--- src/rtl/aes_pkg.sv ---
// Shared AES byte/block geometry and the two-state unpacker FSM type.
package aes_pkg;

    localparam int AES_BLOCK_W   = 128;
    localparam int AES_BYTE_W    = 8;
    localparam int AES_NUM_BYTES = 16;

    // Index of the final byte of a block (B15).
    localparam logic [3:0] LAST_IDX = 4'(AES_NUM_BYTES - 1);

    typedef enum logic {
        IDLE = 1'b0,
        SEND = 1'b1
    } state_e;

endpackage

--- src/rtl/byte_unpacker.sv ---
// byte_unpacker: serialises a 128-bit AES block into 16 bytes, B0 (MSB) first,
// with valid/ready handshakes on both sides.
// Optional feature macro: BYTE_UNPACKER_PREFETCH_EN -- accept the next block
// while B15 is being handed off, giving back-to-back blocks with no bubble.
module byte_unpacker
    import aes_pkg::*;
(
    input  logic                   clk,
    input  logic                   rst_n,
    input  logic [AES_BLOCK_W-1:0] in_block,
    input  logic                   in_valid,
    output logic                   in_ready,
    output logic [AES_BYTE_W-1:0]  out_byte,
    output logic                   out_valid,
    input  logic                   out_ready,
    output logic                   out_last
);

    state_e                 state_q, state_d;
    logic [3:0]             cnt_q, cnt_d;
    logic [AES_BLOCK_W-1:0] sreg_q, sreg_d;
    logic                   in_hs, out_hs, at_last;

    assign at_last   = (cnt_q == LAST_IDX);
    assign out_valid = (state_q == SEND);
    assign out_last  = out_valid && at_last;
    assign out_byte  = sreg_q[AES_BLOCK_W-1 -: AES_BYTE_W];

`ifdef BYTE_UNPACKER_PREFETCH_EN
    // The slot frees up exactly when B15 leaves, so a new block may land then.
    assign in_ready = (state_q == IDLE) || (out_valid && at_last && out_ready);
`else
    assign in_ready = (state_q == IDLE);
`endif

    assign in_hs  = in_valid && in_ready;
    assign out_hs = out_valid && out_ready;

    // Next-state: a load wins over the B15 hand-off; otherwise shift on each accepted byte.
    always_comb begin
        state_d = state_q;
        cnt_d   = cnt_q;
        sreg_d  = sreg_q;
        if (in_hs) begin
            state_d = SEND;
            cnt_d   = 4'd0;
            sreg_d  = in_block;
        end else if (out_hs) begin
            if (at_last) begin
                state_d = IDLE;
            end else begin
                cnt_d  = cnt_q + 4'd1;
                sreg_d = {sreg_q[AES_BLOCK_W-AES_BYTE_W-1:0], {AES_BYTE_W{1'b0}}};
            end
        end
    end

    // State, counter and shift register, all cleared by reset so out_byte reads 0x00.
    always_ff @(posedge clk) begin
        if (!rst_n) begin
            state_q <= IDLE;
            cnt_q   <= 4'd0;
            sreg_q  <= '0;
        end else begin
            state_q <= state_d;
            cnt_q   <= cnt_d;
            sreg_q  <= sreg_d;
        end
    end

endmodule

--- config.mk ---
export PLATFORM = sky130hd
export DESIGN_NAME = byte_unpacker
export DESIGN_NICKNAME = d
export VERILOG_FILES = /design/src/rtl/aes_pkg.sv /design/src/rtl/byte_unpacker.sv
export SDC_FILE = /design/constraint.sdc
export NUM_CORES = 1
export LEC_CHECK = 0
export CORE_MARGIN = 2
export CORE_UTILIZATION = 45
export DETAILED_ROUTE_END_ITERATION = 6
export PLACE_DENSITY = 0.73
export SETUP_SLACK_MARGIN = 0.2
export SLEW_MARGIN = 20
export SYNTH_ARGS = -nofsm -noshare
export SYNTH_HDL_FRONTEND = slang
export SYNTH_SLANG_ARGS = --single-unit
--- constraint.sdc ---
create_clock -name clk -period 2.4 [get_ports clk]
set_input_delay 0.48 -clock clk [delete_from_list [all_inputs] [get_ports clk]]
set_output_delay 0.48 -clock clk [all_outputs]
set_load 0.005 [all_outputs]
==> impl_metrics.tcl, run 1 <==
set metrics [dict create \
    cp-end-kind "output pin" \
    timing.final.crit_share_pct 80.2 \
    core_area_sq_mm 0.0131 \
    seqPwrFrac_pct 39.3 \
    postRouteAntennaNets 0 \
    postCtsSetupRepairBufs 0 \
    setup-tns-final_ns 0 \
    yosysSeqAreaShare_pct 44.4 \
    grt_pass1_wl_um 28800 \
    p_sw_mw 1.47 \
    powerDensity_mw_per_mm2 776 \
    drc 0 \
    grt_pass1_vias 5990 \
    ir_drop_v 0.000488 \
    hp-class "reg -> reg" \
    htree_levels 4 \
    io_buffer_count 142 \
    synth_top_area_share_pct 44.4 \
    nFillCells 1140 \
    die_w_um 119 \
    ys_types 26 \
    p_comb_share_pct 12.8 \
    ys_ff_latch 133 \
    initial_core_util_pct 45.6 \
    criticalPathCategory "reg -> out" \
    cts_buffer_depth 2 \
    final_nets 973 \
    grt_usage_pct 24.7 \
    grt_max_degree 122 \
    cts_root_buffer "clkbuf_16" \
    setup_slack_ns 0.475 \
    drive_above_1_share_pct 7.03 \
    path_max_fanout 7 \
    syn2layout_area_growth_pct 35.6 \
    outcome "completed" \
    internal_power_mw 4.84 \
    slew_headroom_pct 51.1 \
    hold_depth 2 \
    vias_per_cell 6.09 \
    numCtsBuffers 17 \
    diodes 0 \
    slowest_stage "clkdlybuf4s50_1" \
    ys_warn_count 0 \
    crit_arrival_ns 1.45 \
    worst-r2r-cell-count 5 \
    final-max-slew-violation-count 0 \
    fin_crit_ns 1.93 \
    gp_congestion 0.818 \
    hpwl_um 10600 \
    ys_top_cells_by_area "dfxtp_1 44%, o21ai_0 20%, a31oi_1 13%, a21oi_1 10%, clkbuf_1 4.1%" \
    cts.clk_slew.worst_paths_ns 0.05 \
    setup_violations 0 \
    leakagePower_nw 2.76 \
    worstPathRequired_ns 1.92 \
    syn_nets 901 \
    rsz0062_at_grt "false" \
    syn_area_per_cell_sq_um 7.81 \
    via_count 6266 \
    grt_antenna_before_repair 0 \
    max_cap_viol_count 0 \
    path_cells "inv_1, clkdlybuf4s50_1" \
    wire_per_inst_um 17.2 \
    dieArea_sq_mm 0.0143 \
    io-pin-count 143 \
    drtIter0Drc 690 \
    drt-pass1-iter-count 6 \
    syn_inst 768 \
    finClkSkew_ns 0.00718 \
    tightest_slew_ns 0.734 \
    p_clk_share_pct 47.9 \
    cts_tree "built" \
    overflow 0 \
    synth_top_cell_by_area "dfxtp_1" \
    ctsHoldBuffers 0 \
    max_freq_ghz 0.519 \
    place_ws_ns 0.357 \
    synthesis.area_sq_mm 0.00600 \
    die_y_um 119 \
    hold_violations 0 \
    p_sw_share_pct 23.3 \
    insertion_delay_ns 0.42 \
    finalWirelength_um 17700 \
    clock_sinks 133 \
    cp_slowest_stage_delay_ns 0.56 \
    fp-row-count 42 \
    worstSetupStartpointType "flip-flop" \
]
==> cells in the final DEF, fill, tap and decap left out, drive strengths merged, types with 7 or more instances in the layout <==
master / netlist / routed
o21ai: 243 / 243
clkdlybuf4s50: 0 / 140
dfxtp: 133 / 133
a21oi: 125 / 125
a31oi: 120 / 120
buf: 35 / 18
clkbuf: 71 / 17
nand2: 10 / 10
o211ai: 8 / 8
a21boi: 8 / 8
bufinv: 0 / 7
==> area by class of cell <==
class | count | area (sq um) | share of cell area (%)
multi-input cells | 528 | 2900 | 35.6
repair buffers | 159 | 1660 | 20.4
inverters | 1 | 3.75 | 0.0462
clock inverters | 15 | 259 | 3.18
flip-flops and latches | 133 | 2670 | 32.8
well taps | 176 | 220 | 2.71
clock buffers | 17 | 425 | 5.23
==> cell families (layout without fill, tap and decap cells) <==
| group | after synthesis | after routing | synth area share, % |
|---|---|---|---|
| and+or+nand+nor | 22 | 22 | 1.82 |
| DFF | 133 | 133 | 44.4 |
| adders and majority gates | 1 | 1 | 0.209 |
| buffers and inverters | 107 | 192 | 8.20 |
| AOI/OAI and AO/OA | 505 | 505 | 45.4 |
==> what timing repair did <==
| item | in CTS | in global routing |
|---|---|---|
| setup endpoints to repair | 1 | 1 |
| pin swaps | 1 | 0 |
| gates resized for setup | 5 | 1 |
==> cell usage after synthesis <==
cell type,n
a21boi_0,8
a21oi_1,125
a31oi_1,120
and2_1,1
and3_1,1
and4b_1,1
buf_1,5
buf_2,16
buf_4,11
buf_6,3
clkbuf_1,66
clkbuf_2,5
dfxtp_1,133
ha_1,1
inv_1,1
nand2_1,10
nand2b_1,1
nand3_1,3
nor2_1,1
nor2b_1,1
nor3_1,1
o211ai_1,8
o21ai_0,235
o21ai_1,8
o31ai_1,1
or3_1,2
==> sequential cells by signal, indices dropped and copies added, names as in the netlist <==
name,cells
cnt_q,4
out_valid,1
sreg_q,128
==> power groups by stage <==
stage / sequential [mW] / clock, mW / combinational (mW)
floorplan: 2.49 / 0 / 0.443
global placement: 2.52 / 0 / 0.774
detailed placement: 2.52 / 0 / 0.793
CTS: 2.48 / 3.04 / 0.804
global route: 2.50 / 3.15 / 0.891
finish: 2.48 / 3.02 / 0.807
==> per-layer routing <==
layer / up-vias / part of all wire [%] / track usage [%]
li1: 3019 / - / -
met1: 2959 / 44 / 33.0
met2: 260 / 48 / 39.8
met3: 28 / 6.3 / 5.22
met4: 0 / 1.7 / 8.68
met5: - / 0 / 0
==> worst max-delay path, delay by kind of cell, from the launching register on <==
kind     cells  cell delay (ns)
buf+inv      2             0.66
flops        1             0.38
==> per-stage QoR <==
step / power, mW / hold slack, ns / instances / utilization, % / cell area [sq um]
2_1_floorplan: 2.93 / 0.448 / 768 / - / 6000
3_3_place_gp: 3.29 / 0.456 / 997 / 56.6 / 7430
3_5_place_dp: 3.31 / 0.464 / 997 / 56.6 / 7430
4_1_cts: 6.32 / 0.473 / 1029 / 61.9 / 8130
5_1_grt: 6.54 / 0.492 / 1029 / 61.9 / 8130
6_report: 6.31 / 0.469 / 1029 / 61.9 / 8130
==> final timing paths <==
kind	from	to	slack, ns
min	sreg_q[82]$_SDFFE_PN0P_	sreg_q[82]$_SDFFE_PN0P_	0.47
max reg2reg	cnt_q[0]$_SDFFE_PP0P_	sreg_q[67]$_SDFFE_PN0P_	0.52
min reg2reg	sreg_q[82]$_SDFFE_PN0P_	sreg_q[82]$_SDFFE_PN0P_	0.47
max	out_valid$_SDFFE_PN0P_	in_ready	0.47
No activity file was read; power rests on OpenSTA's default activity.
==> inputs of run 2 (changes only) <==
--- a/config.mk
+++ b/config.mk
@@ -8,7 +8,7 @@
 export CORE_MARGIN = 2
 export CORE_UTILIZATION = 45
 export DETAILED_ROUTE_END_ITERATION = 6
-export PLACE_DENSITY = 0.73
+export PLACE_DENSITY = 0.76
 export SETUP_SLACK_MARGIN = 0.2
 export SLEW_MARGIN = 20
 export SYNTH_ARGS = -nofsm -noshare
==> constraint.sdc (replaced) <==
create_clock -name clk -period 1.6 [get_ports clk]
set_input_delay 0.32 -clock clk [delete_from_list [all_inputs] [get_ports clk]]
set_output_delay 0.32 -clock clk [all_outputs]
set_load 0.005 [all_outputs]
==> run 2 against run 1 <==
Against the previous run:
- combinational power rose by 110%
- clock power grew 34%
- total power is 51% higher
- the flow now finishes with violations (negative setup slack)
- critical path type is now reg -> reg
==> impl_metrics.tcl, run 2 (synthesis results as in run 1) <==
set metrics [dict create \
    die_w_um 119 \
    slowest_stage "dfxtp_2" \
    crit_arrival_ns 1.94 \
    grt_pass1_wl_um 30000 \
    diodes 0 \
    setup-tns-final_ns -0.00116 \
    cts_buffer_depth 2 \
    grt_pass1_vias 6129 \
    p_sw_mw 2.55 \
    finalWirelength_um 23800 \
    cp_slowest_stage_delay_ns 0.34 \
    hpwl_um 11000 \
    htree_levels 4 \
    hold_ws_ns 0.412 \
    nFillCells 886 \
    worstSetupStartpointType "flip-flop" \
    die_y_um 119 \
    path_cells "ha_4, nand3_4, buf_12, buf_16, a31oi_1, a21oi_1" \
    overflow 0 \
    final-max-slew-violation-count 0 \
    core_area_sq_mm 0.0131 \
    rsz0062_at_grt "true" \
    initial_core_util_pct 45.6 \
    violations "negative setup slack" \
    outcome "finished with violations" \
    tightest_slew_ns 0.427 \
    leakagePower_nw 3.28 \
    drive_above_1_share_pct 24.8 \
    layout_common_cells "140 x o21ai_0, 130 x clkdlybuf4s50_1, 128 x dfxtp_1" \
    p_comb_share_pct 17.8 \
    slew_headroom_pct 71.5 \
    gp_congestion 0.841 \
    worstPathRequired_ns 1.94 \
    max_freq_ghz 0.625 \
    clock_sinks 133 \
    largest_reg_flops 128 \
    multi_input_area_sq_mm 0.00358 \
    timing.final.crit_share_pct 100 \
    largest_register "sreg_q" \
    grt_usage_pct 25.9 \
    ir_drop_v 0.000671 \
    grt_antenna_before_repair 0 \
    internal_power_mw 6.99 \
    wire_per_inst_um 22.1 \
    io-pin-count 143 \
    fin_crit_ns 1.60 \
    dieArea_sq_mm 0.0143 \
    cp-end-kind "flip-flop" \
    cts_root_buffer "clkbuf_16" \
    powerDensity_mw_per_mm2 983 \
    fp-row-count 42 \
    cp_num_buf_inv 2 \
    via_count 7125 \
    hp-class "in -> reg" \
    cts.clk_slew.worst_paths_ns 0.06 \
    final_nets 1022 \
    path_max_fanout 37 \
    setup_violations 1 \
    seqPwrFrac_pct 39.7 \
    finClkSkew_ns 0.00970 \
    drt-pass1-iter-count 5 \
    cp_top_family "buffers and inverters" \
    syn2layout_area_growth_pct 62.0 \
    design_area_sq_mm 0.00971 \
    grt_max_degree 80 \
    p_clk_share_pct 42.6 \
    postRouteAntennaNets 0 \
    hold_violations 0 \
    drc 0 \
    ctsHoldBuffers 0 \
    place_ws_ns -0.197 \
    layout_commonest_cell "o21ai_0" \
    insertion_delay_ns 0.43 \
    seqCellArea_sq_mm 0.00267 \
    criticalPathCategory "reg -> reg" \
    vias_per_cell 6.61 \
    setup_slack_ns -0.00116 \
    cts_tree "built" \
    drtIter0Drc 851 \
    max_cap_viol_count 0 \
    p_sw_share_pct 26.7 \
    fin_total_pwr_mw 9.55 \
    dpl-instance-area_sq_mm 0.00759 \
    numCtsBuffers 17 \
    io_buffer_count 142 \
    r2r_slack_ns -0.001 \
]
-- run 2: cell types whose count changed in the layout (fill, tap and decap cells not counted), moves of 12 or more --
cell | before | now
o21ai_0 | 235 | 140
a31oi_1 | 120 | 80
o21ai_2 | 0 | 52
a31oi_4 | 0 | 12
o21ai_1 | 8 | 46
a31oi_2 | 0 | 28
a21oi_2 | 0 | 14
a21oi_1 | 125 | 111
clkbuf_16 | 17 | 32
-- run 2: per-stage QoR --
step / util [%] / cells
after floorplan: - / 768
after global placement: 57.8 / 1005
after detailed placement: 57.8 / 1005
after CTS: 64.4 / 1045
after global routing: 73.9 / 1078
final: 73.9 / 1078
-- run 2: final cells by class --
| type | instances | share of cell area (%) |
|---|---|---|
| tap | 176 | 2.27 |
| inverter | 1 | 0.0386 |
| clock buffer | 21 | 4.74 |
| sequential | 133 | 27.5 |
| clock inverter | 11 | 1.55 |
| timing repair buffer | 206 | 27.1 |
| multi-input combinational | 530 | 36.9 |
-- run 2: final timing paths --
path | startpoint | to | cells past startpoint
worst max-delay path | cnt_q[1]$_SDFFE_PP0P_ | sreg_q[98]$_SDFFE_PN0P_ | 6
worst min-delay path | rst_n | sreg_q[111]$_SDFFE_PN0P_ | 4
worst min register to register | sreg_q[92]$_SDFFE_PN0P_ | sreg_q[92]$_SDFFE_PN0P_ | 2
worst max register to register | cnt_q[1]$_SDFFE_PP0P_ | sreg_q[98]$_SDFFE_PN0P_ | 6
-- run 2: power by group through the flow --
stage,combinational (mW),clock (mW),sequential [mW]
after floorplan,0.666,0,3.73
after global placement,1.18,0,3.77
after detailed placement,1.22,0,3.78
after CTS,1.27,4.01,3.72
after global routing,1.80,4.18,3.80
final,1.70,4.06,3.79
-- run 2: per-layer routing --
layer | vias to the layer above | GRT usage, % | part of all wire [%]
met1 | 3407 | 34.8 | 40
met2 | 507 | 41.7 | 47
met3 | 62 | 5.75 | 10
met5 | - | 0 | 0
li1 | 3149 | - | -
met4 | 0 | 7.94 | 2.5
-- run 2: tightest hold or removal path, cell delays in order --
cell and delay (ns):
buf_4 0.12, buf_12 0.17, o21ai_0 0.11, a21oi_1 0.05
-- run 2: what timing repair did --
action | CTS | global route
cloned | 5 | 25
pin swaps | 3 | 49
setup endpoints to repair | 143 | 135
setup buffers | 3 | 8
resized for setup | 48 | 226
